## config.mk

```make
export PLATFORM = sky130hd
export DESIGN_NAME = serial_add_sequencer
export DESIGN_NICKNAME = d
export VERILOG_FILES = /design/src/rtl/serial_add_sequencer.sv
export SDC_FILE = /design/constraint.sdc
export NUM_CORES = 1
export LEC_CHECK = 0
export CAP_MARGIN = 0
export CORE_MARGIN = 10
export CORE_UTILIZATION = 42
export DETAILED_ROUTE_END_ITERATION = 10
export PLACE_DENSITY = 0.65
export SLEW_MARGIN = 15
export SYNTH_ARGS = -nofsm -noshare
export SYNTH_HDL_FRONTEND = slang
export SYNTH_SLANG_ARGS = --single-unit
export TNS_END_PERCENT = 50
```

## constraint.sdc

```tcl
create_clock -name CLK -period 4.9 [get_ports CLK]
set_clock_uncertainty 0.1 [all_clocks]
set_input_delay 0.735 -clock CLK [delete_from_list [all_inputs] [get_ports CLK]]
set_output_delay 0.735 -clock CLK [all_outputs]
set_load 0.01 [all_outputs]
```

## src/rtl/serial_add_sequencer.sv

```systemverilog
// serial_add_sequencer: bit-serial adder/subtractor built around one full-adder
// cell (two half adders plus an OR for the carry). It processes one bit per
// clock, LSB first, and uses a START/BUSY/DONE handshake. The result holds
// until the next accepted START.
module serial_add_sequencer #(
    parameter int DATA_WIDTH = 32,
    parameter int CNT_WIDTH  = 6
) (
    input  logic                  CLK,
    input  logic                  RST,
    input  logic                  START,
    input  logic                  SnA,
    input  logic [DATA_WIDTH-1:0] A,
    input  logic [DATA_WIDTH-1:0] B,
    output logic [DATA_WIDTH-1:0] Y,
    output logic                  CO,
    output logic                  V,
    output logic                  BUSY,
    output logic                  DONE
);

    typedef enum logic [1:0] {
        S_IDLE = 2'd0,
        S_RUN  = 2'd1,
        S_FIN  = 2'd2
    } state_t;

    // Counter values at which the carry into the MSB is captured, and at which
    // the last bit is processed.
    localparam logic [CNT_WIDTH-1:0] CNT_PRE_MSB = CNT_WIDTH'(DATA_WIDTH - 2);
    localparam logic [CNT_WIDTH-1:0] CNT_LAST    = CNT_WIDTH'(DATA_WIDTH - 1);

    state_t                  state;
    state_t                  state_next;
    logic [DATA_WIDTH-1:0]   op_a;
    logic [DATA_WIDTH-1:0]   op_b;
    logic [DATA_WIDTH-1:0]   result;
    logic [CNT_WIDTH-1:0]    cnt;
    logic                    carry;
    logic                    carry_into_msb;

    // Full-adder cell: two half adders in series, with their carries ORed.
    logic ha1_sum;
    logic ha1_carry;
    logic ha2_carry;
    logic fa_sum;
    logic fa_carry;

    assign ha1_sum   = op_a[0] ^ op_b[0];
    assign ha1_carry = op_a[0] & op_b[0];
    assign fa_sum    = ha1_sum ^ carry;
    assign ha2_carry = ha1_sum & carry;
    assign fa_carry  = ha1_carry | ha2_carry;

    // State register.
    // NOTE: sequential state uses non-blocking assignments, so every flop samples pre-edge values.
    always_ff @(posedge CLK or posedge RST) begin
        if (RST) begin
            state <= S_IDLE;
        end else begin
            state <= state_next;
        end
    end

    // Next-state logic: a START request is accepted only in IDLE. RUN lasts
    // DATA_WIDTH cycles, and FIN lasts a single cycle.
    // NOTE: assigning a default first means no path can leave state_next unassigned, so no latch is inferred.
    always_comb begin
        state_next = state;
        unique case (state)
            S_IDLE:  if (START) state_next = S_RUN;
            S_RUN:   if (cnt == CNT_LAST) state_next = S_FIN;
            S_FIN:   state_next = S_IDLE;
            default: state_next = S_IDLE;
        endcase
    end

    // Handshake outputs are decoded from the state register alone, so no
    // input reaches them combinationally.
    always_comb begin
        BUSY = 1'b0;
        DONE = 1'b0;
        unique case (state)
            S_RUN:   BUSY = 1'b1;
            S_FIN:   begin BUSY = 1'b1; DONE = 1'b1; end
            default: ;
        endcase
    end

    // Datapath: load the operands on START, then shift one bit per cycle.
    // Y, CO and V are written only on the final RUN edge.
    always_ff @(posedge CLK or posedge RST) begin
        if (RST) begin
            op_a           <= '0;
            op_b           <= '0;
            result         <= '0;
            cnt            <= '0;
            carry          <= 1'b0;
            carry_into_msb <= 1'b0;
            Y              <= '0;
            CO             <= 1'b0;
            V              <= 1'b0;
        end else begin
            unique case (state)
                S_IDLE: begin
                    if (START) begin
                        // Subtraction is A + ~B + 1.
                        op_a   <= A;
                        op_b   <= SnA ? ~B : B;
                        carry  <= SnA;
                        cnt    <= '0;
                        result <= '0;
                    end
                end
                S_RUN: begin
                    op_a   <= op_a >> 1;
                    op_b   <= op_b >> 1;
                    carry  <= fa_carry;
                    cnt    <= cnt + CNT_WIDTH'(1);
                    result <= {fa_sum, result[DATA_WIDTH-1:1]};
                    if (cnt == CNT_PRE_MSB) begin
                        carry_into_msb <= fa_carry;
                    end
                    if (cnt == CNT_LAST) begin
                        Y  <= {fa_sum, result[DATA_WIDTH-1:1]};
                        CO <= fa_carry;
                        V  <= fa_carry ^ carry_into_msb;
                    end
                end
                default: ;
            endcase
        end
    end

endmodule
```

# Word-level counts from Yosys, hierarchy flattened
# Cells that the tools add are included.
# Widths: inputs -> output; s select.
op_classes:
  n_addsub: 1
  n_mux: 16
  reduce_logical: 7
  n_bitwise: 7
  n_eq_ne: 6
ops:
  columns: ["operator", "n"]
  rows:
  - ["$pmux 32 s2", 3]
  - ["$mux 32", 4]
  - ["$not 32->32", 1]
  - ["$eq 6x5->1 const B", 2]
  - ["$pmux 6 s2", 1]
  - ["$reduce_and 2->1", 4]
  - ["$add 6x1->6 const B", 1]
  - ["$mux 6", 1]
  - ["$mux 2", 2]
  - ["$ne 2x2->1 const B", 2]
  - ["$pmux 2 s2", 1]
  - ["$mux 1", 3]
  - ["$xor 1x1->1", 3]
  - ["$and 1x1->1", 2]
  - ["$eq 2x1->1 const B", 1]
  - ["$eq 2x2->1 const B", 1]
  - ["$logic_not 2->1", 1]
  - ["$pmux 1 s2", 1]
  - ["$reduce_bool 2->1", 1]
  - ["$reduce_or 2->1", 1]
  - ["$or 1x1->1", 1]
word_totals:
  elab_cells: 47
  ff_bits: 140
  out_inout_bits: 36
  inputBits: 68

# Logic depth before layout (Yosys ltp)
# Gate-level depths: netlist of run 1.
logic_depth:
  ltp_word: 4
  depth_mapped: 8
  ltp_nobuf: 5

# Worst setup path after synthesis of run 1
# No wires, ideal clock.
synth_path:
  kind: "register -> register"
  from: "register state[1]"
  to: "register V"
  path_slack_ns: 3.072
  path_stages_with_launch: 8
  required_ns: 4.675
  t_arrival_ns: 1.603
  setup_time_ns: 0.125
  cell_sequence: "dfrtp_1 > inv_1 > ha_1 > buf_4 > inv_2 > nor3_4 > buf_6 > mux2_2"
synth_via:
  elab_chain_len: 2
synth_rtl:
  columns: ["element", "line", "source"]
  rows:
  - ["start: declaration", "33", "state_t state;"]
  - ["start signal: assignment", "61", "state <= state_next;"]
  - ["$eq 2x1->1", "104", "unique case (state)"]
  - ["$reduce_and 2->1 (no source line)", null, null]
  - ["end signal: assignment", "127", "V <= fa_carry ^ carry_into_msb;"]
  - ["end: declaration", "17", "output logic V,"]
# No other way between the ends.
# A chain may end at the register's enable or synchronous reset.

# Worst setup path after layout of run 1
layout_path:
  from: "register state[1]"
  to: "register Y[6]"
layout_via:
  elab_chain_len: 2
layout_rtl:
  columns: ["element", "line", "source"]
  rows:
  - ["$eq 2x1->1", "104", null]
  - ["$reduce_and 2->1 (no source line)", null, null]
  - ["end signal: assignment", "125", "Y <= {fa_sum, result[DATA_WIDTH-1:1]};"]
  - ["end: declaration", "15", "output logic [DATA_WIDTH-1:0] Y,"]
# No other way between the ends.

==> results of run 1 <==
[how the worst min path moves through the flow]
stage | startpoint | to | slack (ns)
floorplan | op_b[31]$_DFFE_PP0P_ | op_b[31]$_DFFE_PP0P_ | 0.35
global placement | op_b[19]$_DFFE_PP0P_ | op_b[19]$_DFFE_PP0P_ | 0.36
detailed placement | op_b[19]$_DFFE_PP0P_ | op_b[19]$_DFFE_PP0P_ | 0.37
CTS | op_b[12]$_DFFE_PP0P_ | op_b[12]$_DFFE_PP0P_ | 0.38
global route | op_b[12]$_DFFE_PP0P_ | op_b[12]$_DFFE_PP0P_ | 0.40
finish | op_b[4]$_DFFE_PP0P_ | op_b[4]$_DFFE_PP0P_ | 0.38
[routing by layer]
metal / GRT usage (%) / vias up
met3: 4.840 / 12
met4: 4.357 / 0
met1: 15.77 / 1951
met5: 0 / -
met2: 20.30 / 83
li1: - / 2000
[cell usage after synthesis, types with 2 or more instances]
cell type,count,area (um2)
a22o_1,32,280.3
and3_1,2,12.51
buf_2,25,125.1
buf_6,4,45.04
clkbuf_1,7,26.28
dfrtp_1,139,3478
ha_1,5,62.56
inv_1,5,18.77
mux2_1,3,33.78
mux2_2,31,349.1
mux2i_1,63,630.6
nand2_1,71,266.5
nand2b_1,3,18.77
nand3_1,3,15.01
nor2_1,3,11.26
nor3_1,2,10.01
o21ai_0,69,345.3
xor2_1,32,280.3
[cell usage in the layout, fill, tap and decap left out, types with 2 or more instances in the layout]
master / instances
clkbuf_1: 2
clkbuf_16: 17
nand3_1: 3
o21ai_0: 69
xor2_1: 32
mux2_2: 31
a22o_1: 32
nor2_1: 2
clkinv_2: 2
clkdlybuf4s50_1: 102
clkinvlp_4: 2
nand2b_1: 3
inv_6: 2
mux2_1: 3
inv_1: 4
clkbuf_8: 2
dfrtp_1: 139
ha_1: 4
and3_1: 2
mux2i_1: 63
nand2_1: 71
bufinv_16: 6
buf_4: 5
nor3_1: 2
[through the flow]
step                      area (um2)  std cells  power [uW]  hold slack, ns
after detailed placement        7332        775        2805          0.3694
after global placement          7332        775        2751          0.3603
after floorplan                 6212        519        2542          0.3478
after global routing            8006        807        4512          0.3951
final                           8006        807        4221          0.3776
after CTS                       8006        807        4278          0.3827
[registers in the layout, summed over array words and instances (netlist names)]
register        count
Y                  32
op_a               32
op_b               32
result             31
cnt                 6
state               2
CO                  1
V                   1
carry               1
carry_into_msb      1
[worst max-delay path: cells and delay by family (launching register included)]
kind	cells	cell delay, ns
muxes	1	0.39
adders and majority gates	1	0.51
buffers and inverters	3	1.02
DFF	1	0.39
and+or+nand+nor	1	0.29
[area by class of cell]
class / count / share of cell area (%)
Sequential cell: 139 / 43.44
Multi-Input combinational cell: 337 / 31.38
Timing Repair Buffer: 109 / 13.53
Clock buffer: 21 / 5.751
Tap cell: 184 / 2.875
Clock inverter: 11 / 2.672
Inverter: 6 / 0.3438
[where the power goes]
| group | total, uW | switching, uW | internal (uW) |
|---|---|---|---|
| sequential | 1630 | 179 | 1450 |
| clock | 1450 | 470 | 981 |
| combinational | 1140 | 651 | 484 |
| total | 4220 | 1300 | 2920 |
[cells by family after synthesis]
| logic type | synth area share [%] |
|---|---|
| adders and majority gates | 1.329 |
| muxes | 16.68 |
| AOI/OAI and AO/OA | 11.18 |
| DFF | 55.99 |
| buffers and inverters | 3.646 |
| and+or+nand+nor | 6.526 |
| xor gates and xnor gates | 4.653 |
==> run metrics, run 1 <==
M1 WL=5.504 mm; R2R depth=6; std cell rows=44; dominant synthesized flop cell=dfrtp_1; DR pass1 iterations=4; GRT Util Overall=12.84%; uppermost layer routed=met4; initial antenna violation count=0; GP Congestion=0.7311; routed length per instance=15.47 um; # diodes=0; worst reg2reg setup slack=2.04 ns; R2R Path Start=state[1]$_DFFE_PP0P_; # resized after CTS=0; Crit. End Element=flip-flop; nature of the critical path startpoint=flip-flop; Peak VDD IR=0.3064 mV; Syn Area/Cell=11.97 um2; Final Setup Violations=0; worst setup path startpoint=state[1]$_DFFE_PP0P_; fin. max-slew vios=0; final worst slack=2.041 ns; post-route ant nets=0; Post-synth EDFFs=0; crit share post-route=58.34%; WL met3=746 um; core box area=0.01453 mm2; max cap viols=0; DRC=0; Crit path largest cell delay=0.52 ns; largest net degree at the start of global routing=114; final hold violation count=0; Slew @ Worst Pin=1.003 ns; status=complete, no violations; Max Freq=349.8 MHz; CP max FO=38; dpl ws=1.938 ns; post-synthesis cell area=0.006212 mm2; Required @ worst endpoint=5.10 ns; critical path's slowest cell=inv_2; Synth Register Bits=139; TNS Setup=0 ns; Clock Latency Late Sink=0.41 ns; Leakage=0.003749 uW; CP endpoint=Y[6]$_DFFE_PP0P_; clk slew on worst S/H paths=0.06 ns; Synthesized Nets=593; clk root buf=clkbuf_16; full die area=0.02006 mm2; Tmin final=2.859 ns; Reg area=0.003478 mm2; clk buf depth=2; P&R area growth vs syn=28.88%; Die Height=141.6 um; RSZ-0062 raised after global routing=false; crit-path cells=inv_1 > ha_2 > inv_2 > nor3_4 > buf_4 > mux2_2; initial DRC count=214; worst reg2reg path endpoint=Y[6]$_DFFE_PP0P_; H-tree levels=4; ys async rst share=100.0%; post-synthesis sequential area ratio=55.99%; pwr/cell area=527.2 mW/mm2; metal2 WL=6.071 mm; Crit Path Category=flip-flop to flip-flop; port bufs=103; DP HPWL=8.386 mm; nets=684; hold depth=2; total grt overflow=0; clock sinks=139; vias per cell=5.014; Initial Util=42.74%; first-pass GRT wire length=20.97 mm; area of the multi-input gates=0.002512 mm2; Worst Hold Class=flip-flop to flip-flop; Cell variety after synth=38; setup bufs post-CTS=0; CTS tree=yes; Post-Syn Instances=519; layout cell share with drive strength beyond 1=12.20%; CP Data Arrival Time=3.06 ns; via count=4046; I/O pin cnt=104; utilization after layout=55.09%; Layout fillers=1260; DIE WIDTH=141.6 um; yosys warns=0; number of global-route vias before repair=4297; # hold bufs at CTS=0; final wirelength=12.48 mm; CTS Buf Count=17; Max-Slew Margin vs Limit=33.06%
Note: power is estimated with default switching activity, not from simulation.
==> inputs of run 2 (changes only) <==
- clock period: 4.9 -> 2.73 ns (I/O delays scaled with it)
==> run 2 against run 1 <==
Effect of this change:
- cell area decreased by 0.13%
- critical path depth decreased by 3
- global-route usage decreased by 0.088 points
- count of clock-buffer cells in the layout increased by 3
- largest cell class unchanged
- sequential share of layout area increased by 0.054 points
- core utilization decreased by 0.069 points
==> run metrics, run 2 (synthesis results as in run 1) <==
GP Congestion=0.7209 (-1.4%); fin. max-slew vios=0 (unchanged); GRT Util Overall=12.75% (-0.088 points); CP max FO=3 (-92%); Leakage=0.003749 uW (about the same); vias per cell=5.006 (-0.15%); clock sinks=139 (unchanged); crit share post-route=82.69%; routed length per instance=15.54 um (+0.44%); commonest non-fill, non-tap cell in the layout=dfrtp_1; full die area=0.02006 mm2 (unchanged); initial antenna violation count=0 (unchanged); H-tree levels=4 (unchanged); I/O pin cnt=104 (unchanged); Max Freq=443.0 MHz; number of global-route vias before repair=4265 (-0.74%); Worst Hold Class=input port to async pin; via count=4055 (+0.22%); nature of the critical path startpoint=flip-flop; P&R area growth vs syn=28.72%; final hold violation count=0 (unchanged); # hold bufs at CTS=0 (unchanged); DIE WIDTH=141.6 um (unchanged); Clock Latency Late Sink=0.41 ns (about the same); CP Data Arrival Time=1.75 ns (-1.31 ns); DR pass1 iterations=4 (unchanged); CP endpoint=BUSY; worst setup path startpoint=state[0]$_DFFE_PP0P_; RSZ-0062 raised after global routing=false; Slew @ Worst Pin=0.7046 ns (-0.2980 ns); Tmin final=2.257 ns; port bufs=103 (unchanged); # resized after CTS=0 (unchanged); Layout fillers=1264 (+0.32%); CTS tree=yes; R2R Path Start=state[1]$_DFFE_PP0P_; Initial Util=42.74% (unchanged); Die Height=141.6 um (unchanged); nets=688 (+0.58%); first-pass GRT wire length=20.89 mm (-0.36%); # diodes=0 (unchanged); worst reg2reg setup slack=0.60 ns (-1.44 ns); status=complete, no violations; biggest regs=Y: 32 flops, op_a: 32 flops, op_b: 32 flops; Max-Slew Margin vs Limit=52.93% (+20 points); utilization after layout=55.02% (-0.069 points); final wirelength=12.59 mm (+0.82%); max cap viols=0 (unchanged); Peak VDD IR=0.4704 mV (+54%); CTS Buf Count=17 (unchanged); clk buf depth=2 (unchanged); post-route ant nets=0 (unchanged); core box area=0.01453 mm2 (unchanged); pwr/cell area=908.9 mW/mm2 (+72%); total grt overflow=0 (unchanged); std cell rows=44 (unchanged); most frequent cells in the layout=139 x dfrtp_1, 102 x clkdlybuf4s50_1, 71 x nand2_1; setup bufs post-CTS=0 (unchanged); initial DRC count=146 (-32%); Crit Path Category=flip-flop to output port; clk slew on worst S/H paths=0.06 ns (about the same); layout cell share with drive strength beyond 1=12.46% (+0.26 points); R2R depth=6 (unchanged); clk root buf=clkbuf_16; Required @ worst endpoint=2.22 ns (-2.88 ns); DRC=0 (unchanged); TNS Setup=0 ns (unchanged); worst reg2reg path endpoint=op_b[9]$_DFFE_PP0P_; largest net degree at the start of global routing=97 (-15%); DP HPWL=8.697 mm (+3.7%); Final Setup Violations=0 (unchanged); Crit. End Element=output port
run 2: cell types whose count changed in the layout (fill, tap and decap cells not counted):
| cell | previous run | this run |
|---|---|---|
| clkinv_2 | 2 | 4 |
| buf_12 | 1 | 5 |
| nor2_2 | 1 | 0 |
| clkinvlp_4 | 2 | 1 |
| clkbuf_1 | 2 | 3 |
| inv_6 | 2 | 0 |
| clkbuf_8 | 2 | 4 |
| clkinv_4 | 0 | 1 |
| nor2_4 | 0 | 1 |
| bufinv_16 | 6 | 2 |
run 2: stage by stage:
step                      instance area (um2)  hold WS (ns)  cells  total power [uW]  setup slack (ns)
after floorplan                          6216        0.3478    519              4563            0.4854
after global placement                   7411        0.3604    779              4969            0.3694
after detailed placement                 7411        0.3701    779              5089            0.2834
after CTS                                7991        0.3766    810              7348            0.4390
after global routing                     7996        0.4032    810              7782            0.4142
final                                    7996        0.3623    810              7268            0.4727
run 2: cell type report:
class | count | area [um2] | share of cell area, %
inverters | 6 | 26.28 | 0.3286
repair buffers | 113 | 1164 | 14.55
flip-flops and latches | 139 | 3478 | 43.50
multi-input cells | 337 | 2517 | 31.48
clock inverters | 7 | 88.84 | 1.111
clock buffers | 24 | 491.7 | 6.149
well taps | 184 | 230.2 | 2.879
run 2: worst min-delay path by stage:
| stage | startpoint | end | cells after the start |
|---|---|---|---|
| finish | RST | Y[13]$_DFFE_PP0P_ | 2 |
| global route | op_b[1]$_DFFE_PP0P_ | op_b[1]$_DFFE_PP0P_ | 2 |
| CTS | RST | Y[13]$_DFFE_PP0P_ | 2 |
| detailed placement | op_b[20]$_DFFE_PP0P_ | op_b[20]$_DFFE_PP0P_ | 2 |
| global placement | op_b[20]$_DFFE_PP0P_ | op_b[20]$_DFFE_PP0P_ | 2 |
| floorplan | op_b[31]$_DFFE_PP0P_ | op_b[31]$_DFFE_PP0P_ | 2 |
run 2: critical path, stage by stage (launching register included):
cell and delay, ns:
dfrtp_1 0.38, inv_1 0.09, ha_1 0.32, clkdlybuf4s50_1 0.55
run 2: report_power, final:
group	internal [uW]	total (uW)	switching [uW]	leakage, uW
clock	1430	2250	815	0.000290
combinational	894	2080	1180	0.00162
sequential	2610	2940	332	0.00184
run 2: routing by layer:
metal / vias to the layer above / global-route usage (%) / wire length [um] / share of wire (%)
li1: 2002 / - / - / -
met1: 1955 / 15.80 / 5780 / 46
met2: 79 / 20.52 / 6064 / 48
met3: 19 / 3.638 / 514 / 4.1
met4: 0 / 5.056 / 225 / 1.8
met5: - / 0 / 0 / 0
==> inputs of run 3 (changes only) <==
- clock period: 2.73 -> 2.1 ns (I/O delays scaled with it)
==> run 3 against run 2 <==
Effect of this change:
- global-route usage down 0.15 points
- final cell count up 1.2%
- largest cell class unchanged
- largest power group unchanged
- critical path type is now flip-flop to flip-flop
- sequential cell count unchanged
==> run metrics, run 3 (synthesis results as in run 1) <==
Crit path largest cell delay=0.40 ns (-0.15 ns); final hold violation count=0 (unchanged); Required @ worst endpoint=2.29 ns (+0.07 ns); clk slew on worst S/H paths=0.06 ns (about the same); clk buf depth=2 (unchanged); final worst slack=0.1028 ns (-0.3698 ns); CP Data Arrival Time=2.19 ns (+0.44 ns); DRC=0 (unchanged); # hold bufs at CTS=0 (unchanged); Crit Path Category=flip-flop to flip-flop; DIE WIDTH=141.6 um (unchanged); # diodes=0 (unchanged); initial antenna violation count=0 (unchanged); area of the multi-input gates=0.002517 mm2 (unchanged); CTS tree=yes; Post-Layout Inst Area=0.008094 mm2 (+1.2%); Layout fillers=1272 (+0.63%); status=complete, no violations; Max-Slew Margin vs Limit=55.76% (+2.8 points); Non-Filler Instances=820 (+1.2%); utilization after layout=55.69% (+0.67 points); clock sinks=139 (unchanged); P&R area growth vs syn=30.29%; layout cell share with drive strength beyond 1=13.84% (+1.4 points); DP HPWL=8.762 mm (+0.74%); core box area=0.01453 mm2 (unchanged); Initial Util=42.74% (unchanged); std cell rows=44 (unchanged); GRT Util Overall=12.61% (-0.15 points); Leakage=0.003795 uW (+1.2%); routed length per instance=15.37 um (-1.1%); fin. max-slew vios=0 (unchanged); R2R depth=7 (+1); worst reg2reg path endpoint=Y[16]$_DFFE_PP0P_; Final Power=9535 uW (+31%); GP Congestion=0.7168 (-0.57%); initial DRC count=217 (+49%); biggest regs=Y: 32 flops, op_a: 32 flops, op_b: 32 flops; R2R Path Start=state[1]$_DFFE_PP0P_; Peak VDD IR=0.6691 mV (+42%); CTS Buf Count=17 (unchanged); total grt overflow=0 (unchanged); Crit. End Element=flip-flop; Reg area=0.003478 mm2 (unchanged); Slew @ Worst Pin=0.6621 ns (-0.04255 ns); CP max FO=34 (+31); nets=697 (+1.3%); post-route ant nets=0 (unchanged); max cap viols=0 (unchanged); pwr/cell area=1178 mW/mm2 (+30%); worst reg2reg setup slack=0.10 ns (-0.50 ns); number of global-route vias before repair=4176 (-2.1%); full die area=0.02006 mm2 (unchanged); critical path's slowest cell=dfrtp_1; port bufs=103 (unchanged); crit share post-route=95.10%; first-pass GRT wire length=20.62 mm (-1.3%); largest net degree at the start of global routing=75 (-23%); H-tree levels=4 (unchanged); Worst Hold Class=input port to async pin; Clock Latency Late Sink=0.41 ns (about the same); I/O pin cnt=104 (unchanged); dpl cell area=0.007501 mm2 (+1.2%); Die Height=141.6 um (unchanged); final wirelength=12.60 mm (+0.14%); commonest non-fill, non-tap cell in the layout=dfrtp_1; via count=4101 (+1.1%); Max Freq=500.7 MHz; vias per cell=5.001 (about the same); Final Setup Violations=0 (unchanged); most frequent cells in the layout=139 x dfrtp_1, 100 x clkdlybuf4s50_1, 71 x nand2_1; DR pass1 iterations=4 (unchanged); dpl ws=-0.1050 ns (-0.3884 ns); crit-path cells=inv_1 > ha_2 > inv_2 > buf_4 > nor3_4 > buf_12 > mux2_2; nature of the critical path startpoint=flip-flop; clk root buf=clkbuf_16; Tmin final=1.997 ns; placed cell count=786 (+0.90%)
-- run 3: cell count changes in the layout (fill, tap and decap cells not counted), sizes merged --
cell / delta
clkdlybuf4s50: -2
dlygate4sd2: +2
clkbuf: -1
clkinvlp: +3
buf: +8
bufinv: -1
clkinv: +1
-- run 3: metal layers --
| metal | global-route usage, % | share of wire [%] | vias up |
|---|---|---|---|
| met2 | 19.79 | 47 | 76 |
| met1 | 15.75 | 46 | 1977 |
| li1 | - | - | 2035 |
| met4 | 5.272 | 1.7 | 0 |
| met5 | 0 | 0 | - |
| met3 | 3.905 | 5.1 | 13 |
-- run 3: worst max path at each step --
stage	from	endpoint	slack, ns	depth (start not counted)
after floorplan	RST	CO$_DFFE_PP0P_	-0.05	1
after global placement	START	result[24]$_DFFE_PP0P_	-0.07	4
after detailed placement	START	result[22]$_DFFE_PP0P_	-0.10	4
after CTS	state[1]$_DFFE_PP0P_	Y[16]$_DFFE_PP0P_	0.09	7
after global routing	state[0]$_DFFE_PP0P_	cnt[5]$_DFFE_PP0P_	-0.003	7
final	state[1]$_DFFE_PP0P_	Y[16]$_DFFE_PP0P_	0.10	7
-- run 3: area by class of cell --
type | count | area share [%]
clock inverters | 10 | 1.159
clock buffers | 22 | 5.735
flip-flops and latches | 139 | 42.97
multi-input cells | 337 | 31.10
repair buffers | 122 | 15.86
well taps | 184 | 2.844
inverters | 6 | 0.3246
-- run 3: stage by stage --
| stage | hold slack, ns | TNS, ns |
|---|---|---|
| detailed placement | 0.3698 | -2.813 |
| floorplan | 0.3478 | -6.965 |
| CTS | 0.2790 | 0 |
| finish | 0.2688 | 0 |
| global route | 0.3063 | -0.003309 |
| global placement | 0.3613 | -1.965 |
-- run 3: worst max-delay path, delay by kind of cell, from the launching register on --
kind / cells / cell delay, ns
adder cells (fa/ha/maj): 1 / 0.24
buffers and inverters: 4 / 0.55
flip-flops: 1 / 0.40
multiplexers: 1 / 0.36
AND/OR/NAND/NOR: 1 / 0.21
-- run 3: timing repair --
action                     CTS  global route
cloned                       0             1
gates resized for setup      3             0
setup buffers                0             1
setup endpoints to repair   33             1
-- run 3: report_power, final --
part | leakage (uW) | internal [uW] | switching (uW)
logic | 0.00169 | 1330 | 1590
registers | 0.00184 | 3390 | 438
clock network | 0.000266 | 1690 | 1100
